==> config.mk <==
export PLATFORM = sky130hd
export DESIGN_NAME = imem_loader
export DESIGN_NICKNAME = d
export VERILOG_FILES = /design/src/rtl/imem_loader.sv
export SDC_FILE = /design/constraint.sdc
export NUM_CORES = 1
export LEC_CHECK = 0
export ABC_CLOCK_PERIOD_IN_PS = 2400
export BUFFER_PORTS_ARGS = -buffer_cell sky130_fd_sc_hd__buf_2
export CAP_MARGIN = 5
export CELL_PAD_IN_SITES_DETAIL_PLACEMENT = 2
export CELL_PAD_IN_SITES_GLOBAL_PLACEMENT = 2
export CORE_MARGIN = 3
export CORE_UTILIZATION = 34
export CTS_CLUSTER_DIAMETER = 120
export DETAILED_ROUTE_END_ITERATION = 16
export GPL_TIMING_DRIVEN = 0
export HOLD_SLACK_MARGIN = 0.03
export PLACE_DENSITY_LB_ADDON = 0.15
export SLEW_MARGIN = 10
export SYNTH_ARGS = -nofsm -noshare
export SYNTH_HDL_FRONTEND = slang
export SYNTH_SLANG_ARGS = --single-unit
==> constraint.sdc <==
create_clock -name clk -period 2.4 [get_ports clk]
set_input_delay 0.48 -clock clk [delete_from_list [all_inputs] [get_ports clk]]
set_output_delay 0.48 -clock clk [all_outputs]
set_load 0.02 [all_outputs]
==> src/rtl/imem_loader.sv <==
// Program loader: accepts 32-bit instruction words over valid/ready and writes them
// big-endian, one byte per cycle, into the instruction memory while holding the CPU.
module imem_loader #(
    parameter int ADDR_W    = 8,
    parameter int MEM_BYTES = 256
) (
    input  logic              clk,
    input  logic              rst,
    input  logic              start,
    input  logic [31:0]       word_in,
    input  logic              word_valid,
    input  logic              word_last,
    output logic              word_ready,
    output logic              mem_we,
    output logic [ADDR_W-1:0] mem_addr,
    output logic [7:0]        mem_wdata,
    output logic              cpu_hold,
    output logic              done,
    output logic              err,
    output logic [ADDR_W-2:0] word_count
);

    localparam logic [1:0] S_IDLE   = 2'd0;
    localparam logic [1:0] S_WAIT   = 2'd1;
    localparam logic [1:0] S_WRITE  = 2'd2;
    localparam logic [1:0] S_FINISH = 2'd3;

    // Address of the final byte; checked on the byte just written so a full-size
    // memory (MEM_BYTES == 2**ADDR_W) never needs the pointer to hold MEM_BYTES.
    localparam logic [ADDR_W-1:0] LAST_ADDR = ADDR_W'(MEM_BYTES - 1);

    logic [1:0]        state;
    logic [ADDR_W-1:0] ptr;
    logic [31:0]       word_p0;
    logic              last_p0;
    logic [1:0]        lane_p0;
    logic              hs;

    assign hs = (state == S_WAIT) && word_valid && word_ready;

    function automatic logic [7:0] lane_byte(input logic [31:0] w, input logic [1:0] k);
        case (k)
            2'd0:    lane_byte = w[31:24];
            2'd1:    lane_byte = w[23:16];
            2'd2:    lane_byte = w[15:8];
            default: lane_byte = w[7:0];
        endcase
    endfunction

    // Stage p0: latched word and the lane currently presented on the write port
    always_ff @(posedge clk) begin
        if (hs) begin
            word_p0 <= word_in;
            last_p0 <= word_last;
            lane_p0 <= 2'd0;
        end else if (state == S_WRITE) begin
            lane_p0 <= lane_p0 + 2'd1;
        end
    end

    always_ff @(posedge clk) begin
        if (rst) begin
            state      <= S_IDLE;
            ptr        <= '0;
            word_ready <= 1'b0;
            mem_we     <= 1'b0;
            mem_addr   <= '0;
            mem_wdata  <= '0;
            cpu_hold   <= 1'b0;
            done       <= 1'b0;
            err        <= 1'b0;
            word_count <= '0;
        end else begin
            done <= 1'b0;
            case (state)
                S_IDLE: begin
                    if (start) begin
                        ptr        <= '0;
                        word_count <= '0;
                        err        <= 1'b0;
                        word_ready <= 1'b1;
                        cpu_hold   <= 1'b1;
                        state      <= S_WAIT;
                    end
                end
                S_WAIT: begin
                    // Byte 0 goes out on the handshake edge so lanes fill cycles H+1..H+4
                    if (hs) begin
                        word_ready <= 1'b0;
                        mem_we     <= 1'b1;
                        mem_addr   <= ptr;
                        mem_wdata  <= word_in[31:24];
                        ptr        <= ptr + 1'b1;
                        state      <= S_WRITE;
                    end
                end
                S_WRITE: begin
                    if (lane_p0 != 2'd3) begin
                        mem_addr  <= ptr;
                        mem_wdata <= lane_byte(word_p0, 2'(lane_p0 + 2'd1));
                        ptr       <= ptr + 1'b1;
                    end else begin
                        mem_we     <= 1'b0;
                        word_count <= word_count + 1'b1;
                        if (last_p0) begin
                            done  <= 1'b1;
                            state <= S_FINISH;
                        end else if (mem_addr == LAST_ADDR) begin
                            err   <= 1'b1;
                            done  <= 1'b1;
                            state <= S_FINISH;
                        end else begin
                            word_ready <= 1'b1;
                            state      <= S_WAIT;
                        end
                    end
                end
                default: begin
                    cpu_hold <= 1'b0;
                    state    <= S_IDLE;
                end
            endcase
        end
    end

endmodule
==> qor.yml <==
outcome: "finished clean"
layout_setup_ws_ns: 0.210
wl_um: 7930
final_nets: 397
drt-initial-drc-count: 111
area_growth_pct: 21.9
synthMuxAreaShare_pct: 3.70
synth_top_family_by_area: "simple AND/OR/NAND/NOR gates"
clock-sinks: 73
wl_met1_um: 3520
diodes: 0
clk_pin_slew_ns: 0.09
synth_compound_area_share_pct: 14.0
vias: 2405
wl_met2_um: 3980
yosys.cell_types.count: 37
grt_max_degree: 37
cp_num_buf_inv: 2
routedWlPerCell_um: 17.2
worstSetupStartpointType: "flip-flop"
dr_wl_met3_um: 375
die_area_um2: 10000
grt_pass1_wl_um: 13400
final_cells: 460
slowest_stage: "or4_1"
cts_tree: "yes"
fmax_ghz: 0.457
async_reset_ff_share_pct: 0
rows: 33
tightest_slew_ns: 0.840
synthSimpleGateAreaFrac_pct: 14.5
drv_cap: 0
dp_cells: 444
critPathTopFamily: "simple AND/OR/NAND/NOR gates"
clockRootBuffer: "clkbuf_8"
dp_hpwl_um: 5810
slowest_delay_ns: 0.51
syn_nets: 323
die_y_um: 100
clock_path_buffers: 2
io_pins: 65
dr.pass1.iters: 5
cp.arrival_ns: 2.47
synth_ff_type: "dfxtp_1"
h-tree-depth: 3
finClkSkew_ns: 0.0102
ys_seq_area_share_pct: 59.5
syn_avg_cell_area_um2: 10.9
crit_chain: "inv_1, ha_1, nor2b_1, or3_1, buf_2, or4_1, a21oi_1"
critPathRequiredTime_ns: 2.68
syn_inst: 276
maxSlewViolCount: 0
pre_cts_slack_ns: -0.137
leakagePower_nw: 1.40
drive_above_1_share_pct: 25.4
synth-edff-count: 33
dr.max_layer_used: "met4"
gp_congestion: 0.741
synth.yosys.warnings: 0
grt_setup_unrepaired: "no"
slew_headroom_pct: 44.0
max-vdd-ir-drop_mv: 0.474
setup_viol: 0
power_density_nw_per_um2: 1140
period_minus_slack_ns: 2.19
route.detailed.drc: 0
worstSetupPathType: "reg2reg"
portBuffers: 63
core_um2: 8420
r2r_setup_slack_ns: 0.21
cp-end-kind: "flip-flop"
dieWidth_um: 100
netlist_area_um2: 3010
synthAdderAreaFrac_pct: 4.15
hold_viol_final: 0
initial_utilization_pct: 35.8
cp_max_fo: 6
clock_latency_ns: 0.35
antenna_found_initial: 0
grt_pass1_vias: 2574
period_share_pct: 91.2
hold_class: "in2reg"
ant_nets: 0
ys_ff_latch: 73
vias_per_cell: 5.23
fillers: 923
grt-ovfl-total: 0
synth-xor-area-share_pct: 1.45
grt_usage_pct: 17.1
whs_ns: 0.297
cts_buffers: 9
Yosys cell counts, types with 3 or more instances:
master | number | area [um^2]
ha_1 | 10 | 125
mux2i_1 | 10 | 100
a222oi_1 | 8 | 80.1
or3_1 | 7 | 43.8
nand2_1 | 34 | 128
dfxtp_1 | 40 | 801
nand3_1 | 5 | 25.0
edfxtp_1 | 33 | 991
o21ai_0 | 14 | 70.1
nor2b_1 | 4 | 25.0
o31ai_1 | 3 | 22.5
inv_1 | 7 | 26.3
buf_2 | 3 | 15.0
nand4_1 | 6 | 37.5
a21oi_1 | 23 | 115
nor2_1 | 21 | 78.8
xor2_1 | 3 | 26.3
clkbuf_1 | 10 | 37.5
a211oi_1 | 9 | 67.6
or4_1 | 3 | 22.5
metrics by stage:
step           util [%]  setup TNS [ns]  power (mW)  cell area, um^2
5_1_grt            43.6               0        4.54             3670
2_1_floorplan         -               0        2.71             3010
6_report           43.6               0        4.19             3670
3_5_place_dp       41.1           -1.06        3.26             3460
4_1_cts            43.4               0        4.26             3660
3_3_place_gp       41.1          -0.646        3.20             3460
registers in the layout (all words and copies together) (netlist names):
register / count
mem_addr: 8
mem_wdata: 8
done: 1
lane_p0: 2
ptr: 8
word_p0: 32
word_count: 7
last_p0: 1
mem_we: 1
cpu_hold: 1
err: 1
state: 2
word_ready: 1
path summary, 6_finish.rpt:
kind,depth (start not counted),endpoint,startpoint
worst max register to register,7,word_count[5],state[1]
worst min-delay path,1,word_p0[22],word_in[22]
worst min register to register,2,err,err
worst max-delay path,7,word_count[5],state[1]
power breakdown:
group | switching [mW] | internal [mW]
Clock | 0.532 | 0.406
Sequential | 0.134 | 1.48
Combinational | 1.07 | 0.576
Total | 1.73 | 2.46
kinds of logic (layout without fill, tap and decap cells):
| kind of cell | count (synthesis) | in the layout |
|---|---|---|
| AOI/OAI and AO/OA | 65 | 65 |
| xor gates and xnor gates | 5 | 5 |
| adders and majority gates | 10 | 10 |
| buffers and inverters | 21 | 100 |
| DFF | 73 | 73 |
| muxes | 11 | 11 |
| and+or+nand+nor | 91 | 91 |
worst register-to-register path: stages, from the launching register on:
cell and delay [ns]:
dfxtp_1 0.39, inv_1 0.10, ha_1 0.26, nor2b_1 0.17, or3_1 0.35, buf_2 0.17
or4_1 0.51, a21oi_1 0.18
routing by layer:
metal  GRT usage [%]  vias up
met5               0        -
met4            4.04        0
met3            4.45        4
met2            29.0       59
met1            21.8     1172
li1                -     1170
cell usage in the layout (no fill, tap or decap), types with 2 or more instances in the layout:
cell type / n
a211oi_1: 9
a21oi_1: 23
a222oi_1: 8
and2_1: 2
buf_2: 66
clkbuf_1: 7
clkbuf_8: 9
dfxtp_1: 39
edfxtp_1: 33
ha_1: 10
inv_1: 7
inv_6: 4
inv_8: 2
mux2i_1: 10
nand2_1: 34
nand2b_1: 2
nand3_1: 5
nand4_1: 6
nor2_1: 21
nor2b_1: 4
o2111ai_1: 2
o21ai_0: 14
o31ai_1: 3
or3_1: 7
or4_1: 3
xnor2_1: 2
xor2_1: 3
area by class of cell:
| cell class | instances | area, um^2 | area share [%] |
|---|---|---|---|
| Sequential cell | 73 | 1790 | 48.8 |
| Multi-Input combinational cell | 182 | 1150 | 31.3 |
| Timing Repair Buffer | 64 | 323 | 8.79 |
| Tap cell | 105 | 131 | 3.58 |
| Clock buffer | 9 | 124 | 3.37 |
| Clock inverter | 7 | 66.3 | 1.81 |
| Buffer | 13 | 57.6 | 1.57 |
| Inverter | 7 | 26.3 | 0.716 |
timing repair:
item                                    4_1_cts  5_1_grt
endpoints found under the setup margin       23       25
pin swaps                                     0        1
endpoints found under the hold margin         0        0
hold buffers                                  0        0
gates resized for setup                       3        4
setup buffers                                 0        1
Power figures use the tool's default switching activity.
